==> src/rtl/csr_access_unit.sv <==
// Zicsr execution unit: read-modify-write sequencer sitting directly in front of csr_file.
// Accepts one CSRRW/CSRRS/CSRRC request at a time and returns the pre-access CSR value.
module csr_access_unit #(
    parameter int XLEN   = 32,
    parameter int ADDR_W = 12
) (
    input  logic              clk,
    input  logic              rst,
    input  logic              req_valid,
    output logic              req_ready,
    input  logic [1:0]        req_op,
    input  logic [ADDR_W-1:0] req_addr,
    input  logic [XLEN-1:0]   req_src,
    input  logic              req_src_zero,
    output logic              rsp_valid,
    input  logic              rsp_ready,
    output logic [XLEN-1:0]   rsp_data,
    output logic              rsp_illegal,
    output logic [ADDR_W-1:0] csr_addr,
    output logic [XLEN-1:0]   csr_din,
    output logic              csr_write_en,
    input  logic [XLEN-1:0]   csr_dout
);

    typedef enum logic [1:0] {
        IDLE,
        READ,
        WRITE,
        RESP
    } state_t;

    localparam logic [1:0] OP_RW = 2'b01;
    localparam logic [1:0] OP_RS = 2'b10;
    localparam logic [1:0] OP_RC = 2'b11;

    state_t            state_q;
    logic [1:0]        op_q;
    logic [ADDR_W-1:0] addr_q;
    logic [XLEN-1:0]   src_q;
    logic              src_zero_q;
    logic [XLEN-1:0]   old_q;
    logic [XLEN-1:0]   din_q;
    logic              wen_q;
    logic              rsp_valid_q;
    logic              illegal_q;

    logic [XLEN-1:0]   new_val;
    logic              wr_needed;
    logic              addr_known;
    logic              read_only;
    logic              illegal_acc;

    always_comb begin
        new_val = '0;
        unique case (op_q)
            OP_RW:   new_val = src_q;
            OP_RS:   new_val = csr_dout | src_q;
            OP_RC:   new_val = csr_dout & ~src_q;
            default: new_val = '0;
        endcase
    end

    always_comb begin
        addr_known = (addr_q == ADDR_W'(12'h300))
                   | (addr_q == ADDR_W'(12'h304))
                   | (addr_q == ADDR_W'(12'h305))
                   | (addr_q == ADDR_W'(12'h340))
                   | (addr_q == ADDR_W'(12'h341))
                   | (addr_q == ADDR_W'(12'h342))
                   | (addr_q == ADDR_W'(12'h344));
        // Top two address bits == 11 mark the read-only CSR space.
        read_only   = (addr_q[ADDR_W-1 -: 2] == 2'b11);
        wr_needed   = (op_q == OP_RW) | ~src_zero_q;
        illegal_acc = (op_q == 2'b00) | ~addr_known
                    | (wr_needed & read_only);
    end

    always_ff @(posedge clk) begin
        if (rst) begin
            state_q     <= IDLE;
            op_q        <= '0;
            addr_q      <= '0;
            src_q       <= '0;
            src_zero_q  <= 1'b0;
            old_q       <= '0;
            din_q       <= '0;
            wen_q       <= 1'b0;
            rsp_valid_q <= 1'b0;
            illegal_q   <= 1'b0;
        end else begin
            unique case (state_q)
                IDLE: begin
                    if (req_valid) begin
                        op_q       <= req_op;
                        addr_q     <= req_addr;
                        src_q      <= req_src;
                        src_zero_q <= req_src_zero;
                        illegal_q  <= 1'b0;
                        state_q    <= READ;
                    end
                end
                READ: begin
                    if (illegal_acc) begin
                        old_q       <= '0;
                        illegal_q   <= 1'b1;
                        rsp_valid_q <= 1'b1;
                        state_q     <= RESP;
                    end else if (wr_needed) begin
                        old_q   <= csr_dout;
                        din_q   <= new_val;
                        wen_q   <= 1'b1;
                        state_q <= WRITE;
                    end else begin
                        old_q       <= csr_dout;
                        rsp_valid_q <= 1'b1;
                        state_q     <= RESP;
                    end
                end
                WRITE: begin
                    din_q       <= '0;
                    wen_q       <= 1'b0;
                    rsp_valid_q <= 1'b1;
                    state_q     <= RESP;
                end
                RESP: begin
                    if (rsp_ready) begin
                        rsp_valid_q <= 1'b0;
                        state_q     <= IDLE;
                    end
                end
                default: state_q <= IDLE;
            endcase
        end
    end

    // Reset must kill a write in flight within the same cycle.
    assign csr_write_en = wen_q & ~rst;
    assign req_ready    = (state_q == IDLE) & ~rst;
    assign csr_addr     = addr_q;
    assign csr_din      = din_q;
    assign rsp_valid    = rsp_valid_q;
    assign rsp_data     = old_q;
    assign rsp_illegal  = illegal_q;

endmodule

==> config.mk <==
export PLATFORM = sky130hd
export DESIGN_NAME = csr_access_unit
export DESIGN_NICKNAME = d
export VERILOG_FILES = /design/src/rtl/csr_access_unit.sv
export SDC_FILE = /design/constraint.sdc
export NUM_CORES = 1
export LEC_CHECK = 0
export ABC_AREA = 0
export CAP_MARGIN = 20
export CORE_AREA = 2 2 105 107
export CTS_BUF_LIST = sky130_fd_sc_hd__clkbuf_16
export DETAILED_ROUTE_END_ITERATION = 7
export DIE_AREA = 0 0 107 109
export PLACE_DENSITY = 0.85
export SLEW_MARGIN = 0
export SYNTH_ARGS = -nofsm -noshare
export SYNTH_HDL_FRONTEND = slang
export SYNTH_SLANG_ARGS = --single-unit
export TNS_END_PERCENT = 30
==> constraint.sdc <==
create_clock -name clk -period 3.7 [get_ports clk]
set_clock_uncertainty 0.2 [all_clocks]
set_input_delay 0.74 -clock clk [delete_from_list [all_inputs] [get_ports clk]]
set_output_delay 0.74 -clock clk [all_outputs]
set_load 0.05 [all_outputs]
== After elaboration in Yosys (flattened, before gate mapping) ==
Index checks and enable logic that the tools add are counted.
Cells by class
  equality and inequality tests: 20
  muxes and demuxes: 20
  bitwise gates (word level): 18
  reductions and logical operators: 10
Operators by type and width (count)
  $mux 32: 3
  $pmux 32 s3: 1
  $eq 12x10->1 const B: 7
  $pmux 32 s2: 1
  $and 32x32->32: 1
  $not 32->32: 1
  $or 32x32->32: 1
  $eq 2x2->1 const B: 5
  $ne 2x2->1 const B: 5
  $mux 1: 9
  $or 1x1->1: 9
  $reduce_and 3->1: 3
  $pmux 2 s4: 1
  $eq 2x1->1 const B: 2
  $logic_not 2->1: 2
  $mux 2: 2
  $pmux 1 s2: 2
  $reduce_and 2->1: 2
  $reduce_bool 2->1: 2
  $and 1x1->1: 3
  $ne 3x3->1 const B: 1
  $not 1->1: 3
  $pmux 1 s3: 1
  $reduce_bool 3->1: 1
Storage, ports and cells
  flip-flop bits (word level): 116
  logic and storage cells: 78

== Logic depth before layout (Yosys ltp) ==
  word-level depth: 12
  mapped depth: 10
  mapped depth without buffers: 7

== Worst setup path after synthesis ==
No wires, ideal clock.
  path kind: input port to output port
  from: input rst
  to: output req_ready
  data arrival time: 1827 ps
  data required time: 2760 ps
  setup slack: 933 ps
  stages: 3
  path buffers: 2
  cells stage by stage: clkbuf_1 -> clkbuf_1 -> nor2b_1
Between the ends
  longest elaborated chain between the ends: 2
RTL lines
  start, declared: line 8  | input logic rst,
  $not 1->1: line 138  | assign req_ready = (state_q == IDLE) & ~rst;
  $and 1x1->1: line 138
  end, declared: line 10  | output logic req_ready,
No other way between the ends.

== Worst setup path after layout ==
  from: register state_q[0]
  to: output req_ready
Between the ends
  longest elaborated chain between the ends: 2
RTL lines
  start, declared: line 36  | state_t state_q;
  start signal, assigned: line 80  | state_q <= IDLE;
  start signal, assigned: line 99  | state_q <= READ;
  start signal, assigned: line 107  | state_q <= RESP;
  $logic_not 2->1: line 138
  $and 1x1->1: line 138
No other way between the ends.

==> results.md <==
- Post-CTS timing repair inserted 0 buffers for setup.
- Setup repair after global routing left no endpoint under its margin.
- The clock reaches the later pin of the worst-skew pair after 0.40 ns.
- Of the post-synthesis cell area, the dominant cell type holds between 40% and 50%.
- The startpoint type of the worst setup path is a register.
- The diode insertion count for antenna repair is 0.
- The net count of the mapped netlist is 739.
- The clock root buffer master is sky130_fd_sc_hd__clkbuf_16.
- The minimum clock period after layout is about 3.1 ns.
- Data arrives at the worst endpoint at 2.11 ns.
- In the synthesized netlist the async set-or-reset flop fraction comes to 0%.
- The worst setup path is captured at an output port.
- The number of max-capacitance violations reported is 0.
- The total count of max-transition violations in the final report is 0.
- In the final layout, the multi-input gates occupy 2678 sq um.
- The total number of nets in the final design is 878.
- The worst slew slack as a fraction of its limit is 35.29%.
- The die covers ~12000 sq um.
- The type of the worst setup path is register to output port.
- In the routed layout, each cell is associated on average with a via count of roughly 5.4.
- By area the synthesized netlist is led by sky130_fd_sc_hd__dfxtp_1 44%, sky130_fd_sc_hd__nand2_1 12%, sky130_fd_sc_hd__a22oi_2 7.1%.
- The most instantiated library cell after synthesis is sky130_fd_sc_hd__nand2_1.
- The largest net degree at the start of global routing is 76.
- The number of antenna violations at the first check in global routing is 0.
- The number of placed cells counting well taps is between 900 and 1000.
- In this run the worst hold path is classified as register to register.
- The leading register cell type out of synthesis is sky130_fd_sc_hd__dfxtp_1.
- The ratio of final minimum period to clock period is 82.45%.
- Setup slack on the critical path of the routed design comes to 0.6495 ns.
- The die extent in x is 107 um.
- Global routing finished with a remaining overflow of 0.
- In this run, synthesis inferred 0 flip-flops with an integrated enable.
- The fraction of final layout cells sized beyond drive strength 1 is between 10% and 20%.
- The detailed router's first-iteration violation count is 383.
- Leaving out filler cells and counting taps, the final layout contains 941.
- Of all nets on the critical path, the largest fanout is 5.
- The combined flip-flop and latch cell area is 2323 sq um.
- By count the netlist is led by 176 x sky130_fd_sc_hd__nand2_1, 116 x sky130_fd_sc_hd__dfxtp_1, 63 x sky130_fd_sc_hd__a21oi_1, 50 x sky130_fd_sc_hd__o21ai_0, 35 x sky130_fd_sc_hd__nor2b_1.
- During placement, the flow inserted port buffers numbering between 150 and 200.
- In this run the power density over the cells is roughly 560 nW/um^2.
- The routed wire length is 15.56 mm.
- The H-tree generated during clock tree synthesis spans 4 levels.
- The hold violation count in the final report is 0.
- For this run, the detailed router's first-pass iteration total came to 6.
- Fill cells in the final layout number 834.
- The core region is 10600 sq um.
- The DRC violation count after routing is 0.
- The synthesized design spends more area on one cell type than any other, namely sky130_fd_sc_hd__dfxtp_1.
- The global-route wire length before repair is approximately 25 mm.
- The total of warnings raised by yosys is 0.
- Summed over all cells, the static leakage comes to 2.548 nW.
- Routability-driven placement finished with a final weighted congestion of 0.8265.
- The number of instances resized during post-cts repair is 0.
- The number of buffers created by CTS is 17.
- Each instance of the synthesized netlist takes up on average slightly above 8 sq um.
- The worst-case IR drop observed on VDD is about 0.4 mV.
- The worst hold-check slack is approximately 0.26 ns.
- The count of hold buffers inserted by post-cts repair is 0.
- The upper clock frequency limit is ~0.33 GHz.
- The number of global-route vias before repair is 5037.
- In the final routed layout, each cell accounts on average for about 17 um.
- Counting distinct cell types in the post-synthesis netlist gives 42.
- Setup violations remaining at the end of the flow were counted as 0.
- Measured along the y axis, the die boundary spans 109 um.
- Synthesis produced 651 cells.
- Sequential elements use 43.92% of the synthesized area.
- The number of sinks on the clock net is 116.
- The detailed placement HPWL is 10.46 mm.
- The count of state elements after synthesis is roughly 120.
- The required arrival time at the worst endpoint is approximately 2.8 ns.
- TritonCTS built the clock tree.
- The via count is between 5000 and 6000.
- The number of buffers on the longest clock path is 2.
- The area overhead of the layout relative to synthesis is 39.73%.
- At the pin with the least slew margin, the transition time is a little under 1 ns.
- The worst slack after detailed placement is 0.9444 ns.
- The starting density of the core is 49.87%.
- Summed over all failing endpoints, the final setup total negative slack is 0 ns.
- Overall power consumption after layout is estimated at 4.119 mW.
- The run finished with clean final reports.
- The count of nets left with antenna violations once routing finished came out at 0.
- The netlist area before placement is 5288 sq um.
- After clock tree synthesis, the clock-pin slew on the worst setup and hold paths is ~0.050 ns.
- The number of top-level design ports is 163.
- The cell row count is 38.
- The global routing usage summed across all routing layers is 26.90%.
[power breakdown]
group / total [mW] / internal (mW) / switching (mW)
combinational: 1.22 / 0.404 / 0.821
clock: 1.40 / 0.883 / 0.520
sequential: 1.49 / 1.37 / 0.122
total: 4.12 / 2.66 / 1.46
[cells in the final DEF (no fill, tap or decap), drive strengths merged, types with 2 or more instances in the layout]
| cell type | n |
|---|---|
| nor2 | 55 |
| o41ai | 2 |
| nor3 | 2 |
| buf | 11 |
| nor2b | 35 |
| a2bb2oi | 19 |
| and2 | 3 |
| dfxtp | 116 |
| clkbuf | 17 |
| a22oi | 32 |
| nand3 | 16 |
| a221oi | 2 |
| and4 | 2 |
| clkinv | 11 |
| o21ai | 51 |
| inv | 8 |
| nand2 | 176 |
| clkdlybuf4s50 | 160 |
| a21oi | 63 |
| ha | 5 |
[through the flow]
step                      cell area, sq um  util, %
final                                 7388    69.68
after CTS                             7388    69.68
after global placement                6887    64.95
after floorplan                       5288        -
after global routing                  7388    69.68
after detailed placement              6887    64.95
[final timing paths]
| check | from | endpoint | cells past startpoint | slack, ns |
|---|---|---|---|---|
| worst max-delay path | state_q[0] | req_ready | 4 | 0.65 |
| worst min register to register | rsp_data[5] | rsp_data[5] | 2 | 0.26 |
| worst min-delay path | rsp_data[5] | rsp_data[5] | 2 | 0.26 |
| worst max register to register | state_q[1] | csr_din[0] | 7 | 1.10 |
[critical path: stages, from the launching register on]
cell	delay [ns]
sky130_fd_sc_hd__dfxtp_1	0.32
sky130_fd_sc_hd__inv_1	0.15
sky130_fd_sc_hd__ha_1	0.26
sky130_fd_sc_hd__nor2b_1	0.16
sky130_fd_sc_hd__clkdlybuf4s50_1	0.81
[routing by layer]
layer  wire, um  track usage [%]
met1       6393            32.46
met2       7779            47.00
met4        406            10.20
met5          0                0
met3        985            5.918
[registers in the layout, summed over array words and instances (netlist names)]
name         cells
csr_addr        12
op_q             2
src_q           32
wen_q            1
rsp_valid        1
rsp_data        32
csr_din         32
rsp_illegal      1
state_q          2
src_zero_q       1
[cell families (layout without fill, tap and decap cells)]
kind of cell | Yosys count | in the layout | synth area share [%]
and+or+nand+nor | 293 | 293 | 25.23
AOI/OAI and AO/OA | 176 | 176 | 23.40
DFF | 116 | 116 | 43.92
buffers and inverters | 58 | 208 | 5.750
adders and majority gates | 5 | 5 | 1.183
xor gates and xnor gates | 2 | 2 | 0.3313
muxes | 1 | 1 | 0.1893
[layout make-up]
| type | count | share of cell area [%] |
|---|---|---|
| Multi-Input combinational cell | 477 | 36.24 |
| Clock inverter | 13 | 1.033 |
| Sequential cell | 116 | 31.45 |
| Inverter | 7 | 0.3556 |
| Tap cell | 140 | 2.371 |
| Timing Repair Buffer | 171 | 22.79 |
| Clock buffer | 17 | 5.758 |
Note: power is estimated with default switching activity, not from simulation.
